--- src/rtl/alu_op_sequencer_pkg.sv ---
// Shared definitions for the ALU operation sequencer: op codes, FSM state
// encoding and op-code classification helpers.
package alu_op_sequencer_pkg;

  localparam logic [4:0] OP_ADD  = 5'b00011;
  localparam logic [4:0] OP_SUB  = 5'b00100;
  localparam logic [4:0] OP_AND  = 5'b00101;
  localparam logic [4:0] OP_OR   = 5'b00110;
  localparam logic [4:0] OP_SHR  = 5'b00111;
  localparam logic [4:0] OP_SHRA = 5'b01000;
  localparam logic [4:0] OP_SHL  = 5'b01001;
  localparam logic [4:0] OP_ROR  = 5'b01010;
  localparam logic [4:0] OP_ROL  = 5'b01011;
  localparam logic [4:0] OP_MUL  = 5'b01111;
  localparam logic [4:0] OP_DIV  = 5'b10000;
  localparam logic [4:0] OP_NEG  = 5'b10001;
  localparam logic [4:0] OP_NOT  = 5'b10010;

  typedef enum logic [2:0] {
    S_IDLE,
    S_LOAD,
    S_EVAL,
    S_CAPTURE,
    S_DONE
  } state_t;

  function automatic logic is_muldiv(input logic [4:0] op);
    return (op == OP_MUL) || (op == OP_DIV);
  endfunction

  // ADD..ROL form a contiguous range; the remaining legal codes are sparse.
  function automatic logic is_legal_op(input logic [4:0] op);
    return ((op >= OP_ADD) && (op <= OP_ROL)) || is_muldiv(op) ||
           (op == OP_NEG) || (op == OP_NOT);
  endfunction

endpackage

--- src/rtl/alu_op_sequencer_if.sv ---
// Request, ALU-drive and result signals of the ALU operation sequencer.
interface alu_op_sequencer_if
  import alu_op_sequencer_pkg::*;
#(
  parameter int DATA_W = 32
);
  // Handshake: start is honoured only while busy=0 (never queued); the
  // request is consumed on that edge, and completion is a one-cycle done
  // pulse with illegal/hi_we/lo_we qualified by done.
  logic                start;
  logic [4:0]          op;
  logic [DATA_W-1:0]   src_a;
  logic [DATA_W-1:0]   src_b;
  logic                busy;
  logic                done;
  logic                illegal;
  logic [DATA_W-1:0]   y_out;
  logic [DATA_W-1:0]   b_out;
  logic [4:0]          alu_ctrl;
  logic                alu_in;
  logic [2*DATA_W-1:0] z_in;
  logic [DATA_W-1:0]   zhi;
  logic [DATA_W-1:0]   zlo;
  logic                hi_we;
  logic                lo_we;
  logic [DATA_W-1:0]   result;
  state_t              dbg_state;

  modport master (
    output start, op, src_a, src_b, z_in,
    input  busy, done, illegal, y_out, b_out, alu_ctrl, alu_in,
           zhi, zlo, hi_we, lo_we, result, dbg_state
  );

  modport slave (
    input  start, op, src_a, src_b, z_in,
    output busy, done, illegal, y_out, b_out, alu_ctrl, alu_in,
           zhi, zlo, hi_we, lo_we, result, dbg_state
  );
endinterface

--- src/rtl/alu_wait_counter.sv ---
// Loadable down-counter timing the ALU settle window; term flags count==1.
module alu_wait_counter #(
  parameter int CNT_W = 3
) (
  input  logic             clock,
  input  logic             clear,
  input  logic             load_i,
  input  logic [CNT_W-1:0] load_val_i,
  input  logic             dec_i,
  output logic [CNT_W-1:0] count_o,
  output logic             term_o
);
  logic [CNT_W-1:0] count_q, count_d;

  always_comb begin
    count_d = count_q;
    if (load_i) begin
      count_d = load_val_i;
    end else if (dec_i && (count_q != '0)) begin
      count_d = count_q - 1'b1;
    end
  end

  always_ff @(posedge clock or negedge clear) begin
    if (!clear) begin
      count_q <= '0;
    end else begin
      count_q <= count_d;
    end
  end

  assign count_o = count_q;
  assign term_o  = (count_q == CNT_W'(1));
endmodule

--- src/rtl/alu_op_sequencer.sv ---
// Multi-cycle control stage around the datapath ALU: registers operands,
// strobes alu_in for the settle window, captures Z and pulses done.
module alu_op_sequencer
  import alu_op_sequencer_pkg::*;
#(
  parameter int DATA_W      = 32,
  parameter int SIMPLE_WAIT = 1,
  parameter int MULDIV_WAIT = 4
) (
  input logic              clock,
  input logic              clear,
  alu_op_sequencer_if.slave bus
);
  localparam int MAX_WAIT = (MULDIV_WAIT > SIMPLE_WAIT) ? MULDIV_WAIT : SIMPLE_WAIT;
  localparam int CNT_W    = $clog2(MAX_WAIT + 1);
  localparam logic [CNT_W-1:0] SIMPLE_LD = CNT_W'(SIMPLE_WAIT);
  localparam logic [CNT_W-1:0] MULDIV_LD = CNT_W'(MULDIV_WAIT);

  state_t            state_q, state_d;
  logic [DATA_W-1:0] y_q, b_q, zhi_q, zlo_q;
  logic [4:0]        ctrl_q;
  logic              ill_q, ill_d;
  logic              alu_in_q;
  logic              accept, capture, cnt_dec, cnt_term;
  logic [CNT_W-1:0]  cnt_val;
  logic              done_w;

  alu_wait_counter #(.CNT_W(CNT_W)) u_wait (
    .clock      (clock),
    .clear      (clear),
    .load_i     (accept),
    .load_val_i (is_muldiv(bus.op) ? MULDIV_LD : SIMPLE_LD),
    .dec_i      (cnt_dec),
    .count_o    (cnt_val),
    .term_o     (cnt_term)
  );

  always_comb begin
    state_d = state_q;
    ill_d   = ill_q;
    accept  = 1'b0;
    capture = 1'b0;
    cnt_dec = 1'b0;
    case (state_q)
      S_IDLE: begin
        if (bus.start) begin
          if (is_legal_op(bus.op)) begin
            accept  = 1'b1;
            ill_d   = 1'b0;
            state_d = S_LOAD;
          end else begin
            ill_d   = 1'b1;
            state_d = S_DONE;
          end
        end
      end
      S_LOAD: state_d = S_EVAL;
      S_EVAL: begin
        if (cnt_term) state_d = S_CAPTURE;
        else          cnt_dec = 1'b1;
      end
      S_CAPTURE: begin
        capture = 1'b1;
        state_d = S_DONE;
      end
      S_DONE:  state_d = S_IDLE;
      default: state_d = S_IDLE;
    endcase
  end

  // alu_in is decoded from the next state so it toggles cleanly on EVAL entry/exit.
  always_ff @(posedge clock or negedge clear) begin
    if (!clear) begin
      state_q  <= S_IDLE;
      y_q      <= '0;
      b_q      <= '0;
      ctrl_q   <= '0;
      zhi_q    <= '0;
      zlo_q    <= '0;
      ill_q    <= 1'b0;
      alu_in_q <= 1'b0;
    end else begin
      state_q  <= state_d;
      ill_q    <= ill_d;
      alu_in_q <= (state_d == S_EVAL);
      if (accept) begin
        y_q    <= bus.src_a;
        b_q    <= bus.src_b;
        ctrl_q <= bus.op;
      end
      if (capture) begin
        zhi_q <= bus.z_in[2*DATA_W-1:DATA_W];
        zlo_q <= bus.z_in[DATA_W-1:0];
      end
    end
  end

  assign done_w        = (state_q == S_DONE);
  assign bus.busy      = (state_q != S_IDLE);
  assign bus.done      = done_w;
  assign bus.illegal   = done_w && ill_q;
  assign bus.hi_we     = done_w && !ill_q && is_muldiv(ctrl_q);
  assign bus.lo_we     = done_w && !ill_q && is_muldiv(ctrl_q);
  assign bus.alu_in    = alu_in_q;
  assign bus.y_out     = y_q;
  assign bus.b_out     = b_q;
  assign bus.alu_ctrl  = ctrl_q;
  assign bus.zhi       = zhi_q;
  assign bus.zlo       = zlo_q;
  assign bus.result    = zlo_q;
  assign bus.dbg_state = state_q;

  logic unused_cnt;
  assign unused_cnt = ^cnt_val;
endmodule

--- src/flat_wrapper.sv ---
// flat-port wrapper written by rule: the top's interface ports become plain ports
module alu_op_sequencer_flat import alu_op_sequencer_pkg::*;
#(
  parameter int DATA_W      = 32,
  parameter int SIMPLE_WAIT = 1,
  parameter int MULDIV_WAIT = 4
)
  (clock, clear, bus_start, bus_op, bus_src_a, bus_src_b, bus_z_in, bus_busy, bus_done, bus_illegal, bus_y_out, bus_b_out, bus_alu_ctrl, bus_alu_in, bus_zhi, bus_zlo, bus_hi_we, bus_lo_we, bus_result, bus_dbg_state);
  alu_op_sequencer_if #(.DATA_W(DATA_W)) bus_i ();
  input logic clock;
  input logic clear;
  input wire logic [$bits(bus_i.start)-1:0] bus_start;
  input wire logic [$bits(bus_i.op)-1:0] bus_op;
  input wire logic [$bits(bus_i.src_a)-1:0] bus_src_a;
  input wire logic [$bits(bus_i.src_b)-1:0] bus_src_b;
  input wire logic [$bits(bus_i.z_in)-1:0] bus_z_in;
  output wire logic [$bits(bus_i.busy)-1:0] bus_busy;
  output wire logic [$bits(bus_i.done)-1:0] bus_done;
  output wire logic [$bits(bus_i.illegal)-1:0] bus_illegal;
  output wire logic [$bits(bus_i.y_out)-1:0] bus_y_out;
  output wire logic [$bits(bus_i.b_out)-1:0] bus_b_out;
  output wire logic [$bits(bus_i.alu_ctrl)-1:0] bus_alu_ctrl;
  output wire logic [$bits(bus_i.alu_in)-1:0] bus_alu_in;
  output wire logic [$bits(bus_i.zhi)-1:0] bus_zhi;
  output wire logic [$bits(bus_i.zlo)-1:0] bus_zlo;
  output wire logic [$bits(bus_i.hi_we)-1:0] bus_hi_we;
  output wire logic [$bits(bus_i.lo_we)-1:0] bus_lo_we;
  output wire logic [$bits(bus_i.result)-1:0] bus_result;
  output wire logic [$bits(bus_i.dbg_state)-1:0] bus_dbg_state;
  assign bus_i.start = bus_start;
  assign bus_i.op = bus_op;
  assign bus_i.src_a = bus_src_a;
  assign bus_i.src_b = bus_src_b;
  assign bus_i.z_in = bus_z_in;
  assign bus_busy = bus_i.busy;
  assign bus_done = bus_i.done;
  assign bus_illegal = bus_i.illegal;
  assign bus_y_out = bus_i.y_out;
  assign bus_b_out = bus_i.b_out;
  assign bus_alu_ctrl = bus_i.alu_ctrl;
  assign bus_alu_in = bus_i.alu_in;
  assign bus_zhi = bus_i.zhi;
  assign bus_zlo = bus_i.zlo;
  assign bus_hi_we = bus_i.hi_we;
  assign bus_lo_we = bus_i.lo_we;
  assign bus_result = bus_i.result;
  assign bus_dbg_state = bus_i.dbg_state;
  alu_op_sequencer #(.DATA_W(DATA_W), .SIMPLE_WAIT(SIMPLE_WAIT), .MULDIV_WAIT(MULDIV_WAIT)) u_core (.clock(clock), .clear(clear), .bus(bus_i));
endmodule
--- config.mk ---
export PLATFORM = sky130hd
export DESIGN_NAME = alu_op_sequencer_flat
export DESIGN_NICKNAME = d
export VERILOG_FILES = /design/src/rtl/alu_op_sequencer_pkg.sv /design/src/rtl/alu_op_sequencer_if.sv /design/src/rtl/alu_wait_counter.sv /design/src/rtl/alu_op_sequencer.sv /design/src/flat_wrapper.sv
export SDC_FILE = /design/constraint.sdc
export NUM_CORES = 1
export LEC_CHECK = 0
export ABC_AREA = 1
export BUFFER_PORTS_ARGS = -buffer_cell sky130_fd_sc_hd__buf_2
export CORE_MARGIN = 4
export CORE_UTILIZATION = 46
export DETAILED_ROUTE_END_ITERATION = 8
export GPL_ROUTABILITY_DRIVEN = 0
export GPL_TIMING_DRIVEN = 0
export PLACE_DENSITY_LB_ADDON = 0.1
export SLEW_MARGIN = 20
export SYNTH_ARGS = -nofsm -noshare
export SYNTH_HDL_FRONTEND = slang
export SYNTH_SLANG_ARGS = --single-unit
--- constraint.sdc ---
create_clock -name clock -period 1.9 [get_ports clock]
set_clock_uncertainty 0.15 [all_clocks]
set_input_delay 0.095 -clock clock [delete_from_list [all_inputs] [get_ports clock]]
set_output_delay 0.095 -clock clock [all_outputs]
set_load 0.05 [all_outputs]
==> results.json <==
{
  "synth_fp_nets": 672,
  "ant_nets": 0,
  "htreeDepth": 4,
  "r2r_cells": 6,
  "seq_area_mm2": 0.00353,
  "cts_root_buffer": "clkbuf_16",
  "leakagePower_nw": 5.32,
  "dpl.hpwl_mm": 12.6,
  "met3WireLength_mm": 1.55,
  "critPathCaptureType": "primary output",
  "start_util_pct": 47.6,
  "nNetsFinal": 1139,
  "synth_seq_cells": 141,
  "crit_chain": "nor4_4 -> o21ai_2 -> nor3_4 -> buf_6 -> buf_8",
  "rows": 41,
  "crit_end": "bus_lo_we",
  "synth_simple_gate_area_share_pct": 8.43,
  "fillers": 795,
  "p_per_area_mw_per_mm2": 2140,
  "synthAdderAreaFrac_pct": 0.617,
  "setup.worst_path.start": "u_core.bus.alu_ctrl[0]$_DFFE_PN0P_",
  "drive_above_1_share_pct": 54.9,
  "clkTransAtPathRegs_ps": 60,
  "crit_type": "flop to primary output",
  "grt_max_degree": 92,
  "min_period_ps": 1910,
  "ys_types": 25,
  "synth_top_family_by_area": "buffers and inverters",
  "yosysWarningCount": 0,
  "core-area_mm2": 0.0128,
  "portBuffers": 309,
  "grt_use_total_pct": 26.1,
  "cts-buffers-inserted": 17,
  "routed_wl_mm": 19.8,
  "slowest_delay_ps": 420,
  "synth_compound_area_share_pct": 9.07,
  "area_growth_pct": 64.6,
  "grt_pass1_wl_mm": 30.1,
  "cts_tree": "yes",
  "place_area_mm2": 0.00791,
  "clk_path_buf_depth": 2,
  "cts.sinks": 141,
  "start_kind": "flop",
  "path_max_fanout": 2,
  "synth_area_leaders": "dfrtp_1 (58%), mux2_2 (12%), o21ai_2 (5.5%), inv_1 (5.2%), buf_4 (4.2%)",
  "crit_required_ps": 1650,
  "hold_viol_final": 0,
  "final_util_pct": 78.4,
  "status": "finished, violations left",
  "reg2reg_setup_slack_ps": 90,
  "finalSetupViolCount": 1,
  "dr_total_vias": 5509,
  "yosys.area.top_type_share_pct": 58.0,
  "place_ws_ps": 36.5,
  "yosys_most_used_dff": "dfrtp_1",
  "period_share_pct": 100,
  "slew_violations": 0,
  "tightest_slew_ps": 470,
  "die_w_um": 123,
  "clock_latency_ps": 410,
  "setup_ws_ps": -9.01,
  "antenna_found_initial": 0,
  "regToRegStartpoint": "u_core.bus.dbg_state[0]$_DFF_PN0_",
  "die_area_mm2": 0.0151,
  "top_layer": "met4",
  "crit_path_top_delay_cell": "dfrtp_2",
  "critPathArrivalTime_ps": 1660,
  "drtIter0Drc": 244,
  "drt-wirelength-per-cell_um": 16.7,
  "dr_wl_met2_mm": 10.8,
  "overflow": 0,
  "total_power_mw": 21.4,
  "multi_input_area_mm2": 0.00190,
  "synth_xor_area_share_pct": 0.144,
  "setup_tns_ps": -9.01,
  "drt_first_pass_iters": 4,
  "met1_length_mm": 6.81,
  "vias_per_cell": 4.65,
  "diodes": 0,
  "die_h_um": 123,
  "postLayoutCellArea_mm2": 0.0100,
  "grt_pass1_vias": 5954,
  "slew_headroom_pct": 68.6,
  "min_path_type": "primary input to async pin",
  "async_flop_share_pct": 100,
  "synthCells": 533,
  "yosys.area.top_type": "dfrtp_1",
  "max_clock_freq_mhz": 524,
  "drv_cap": 0,
  "worstReg2RegEnd": "u_core.bus.zhi[25]$_DFFE_PN0P_",
  "yosysSeqAreaShare_pct": 58.0,
  "synthesis.area_mm2": 0.00608,
  "rsz0062_at_grt": "yes",
  "ir_drop_v": 0.00137,
  "syn_area_per_cell_um2": 11.4,
  "drc": 0,
  "muxShareOfSynthArea_pct": 11.8,
  "io_pins": 310,
  "synth-edff-count": 0,
  "failed_checks": "setup timing"
}
==> registers in the layout (all words and copies together) (netlist names) <==
signal	cells
u_core.u_wait.count_o	3
u_core.bus.zhi	32
u_core.bus.alu_in	1
u_core.bus.result	32
u_core.ill_q	1
u_core.bus.dbg_state	3
u_core.bus.alu_ctrl	5
u_core.bus.y_out	32
u_core.bus.b_out	32
==> through the flow <==
stage / hold slack (ps) / std cells
2_1_floorplan: -351 / 533
3_3_place_gp: 179 / 1014
3_5_place_dp: -121 / 1015
4_1_cts: 32.8 / 1183
5_1_grt: 48.8 / 1185
6_report: 25.0 / 1185
==> how the worst min path moves through the flow <==
| stage | start | to | slack (ps) | cells after the start |
|---|---|---|---|---|
| global placement | bus_z_in[25] | u_core.bus.result[25]$_DFFE_PN0P_ | 180 | 2 |
| finish | clear | u_core.bus.y_out[31]$_DFFE_PN0P_ | 20 | 2 |
| floorplan | clear | u_core.bus.alu_ctrl[0]$_DFFE_PN0P_ | -350 | 0 |
| detailed placement | clear | u_core.bus.b_out[29]$_DFFE_PN0P_ | -120 | 1 |
| CTS | clear | u_core.bus.b_out[29]$_DFFE_PN0P_ | 30 | 2 |
| global route | clear | u_core.bus.b_out[29]$_DFFE_PN0P_ | 50 | 2 |
==> area by class of cell <==
class                           instances  area share (%)
Buffer                                 55            4.21
Clock buffer                           18            4.39
Clock inverter                         14            2.17
Inverter                               84            3.15
Multi-Input combinational cell        254            19.0
Sequential cell                       141            35.3
Tap cell                              172            2.15
Timing Repair Buffer                  447            29.6
==> metal layers <==
metal | GRT usage, % | up-vias
met5 | 0 | -
met4 | 11.3 | 0
met3 | 7.32 | 54
met2 | 49.5 | 231
met1 | 26.4 | 2640
li1 | - | 2584
==> worst max-delay path: cells and delay by family (launching register included) <==
family                 cells  cell delay [ps]
DFF                        1              420
and+or+nand+nor            2              460
buffers and inverters      2              260
AOI/OAI and AO/OA          1              110
==> power breakdown <==
part	internal (mW)	leakage (nW)	switching, mW
Clock	2.36	0.312	1.28
Combinational	3.33	3.30	8.91
Sequential	4.48	1.70	1.02
Total	10.2	5.32	11.2
==> Yosys cell counts (5+ instances only) <==
| library cell | count |
|---|---|
| dfrtp_1 | 141 |
| inv_1 | 84 |
| buf_4 | 34 |
| mux2_2 | 64 |
| nand2_2 | 38 |
| o21ai_1 | 12 |
| buf_2 | 14 |
| o21ai_2 | 38 |
| nor2_1 | 8 |
| o21ai_0 | 21 |
| nand3_1 | 5 |
| nand2_1 | 53 |
==> layout by cell type, fill, tap and decap left out, drive strengths merged <==
| master | instances |
|---|---|
| ha | 3 |
| dfrtp | 141 |
| inv | 84 |
| o22ai | 1 |
| clkinvlp | 3 |
| o21bai | 2 |
| o31ai | 1 |
| nor4 | 1 |
| nor3 | 3 |
| nand3 | 5 |
| clkinv | 6 |
| o21ai | 71 |
| dlygate4sd3 | 135 |
| a21oi | 1 |
| nor2 | 8 |
| bufinv | 5 |
| nand2 | 91 |
| a41oi | 1 |
| buf | 364 |
| clkbuf | 21 |
| xor2 | 1 |
| o21a | 1 |
| mux2 | 64 |
==> kinds of logic (layout without fill, tap and decap cells) <==
logic type,count (synthesis),count (layout)
AO/OA/AOI/OAI,77,78
XOR/XNOR,1,1
adder cells (fa/ha/maj),3,3
buffers and inverters,139,618
flip-flops,141,141
multiplexers,64,64
AND/OR/NAND/NOR,108,108
==> what timing repair did <==
action,CTS,global route
pin swaps,2,3
gates cloned,0,1
endpoints found under the hold margin,277,0
setup endpoints to repair,2,64
hold buffers,135,0
gates resized for setup,6,12
setup buffers,1,1
(Power assumes the default switching activity.)
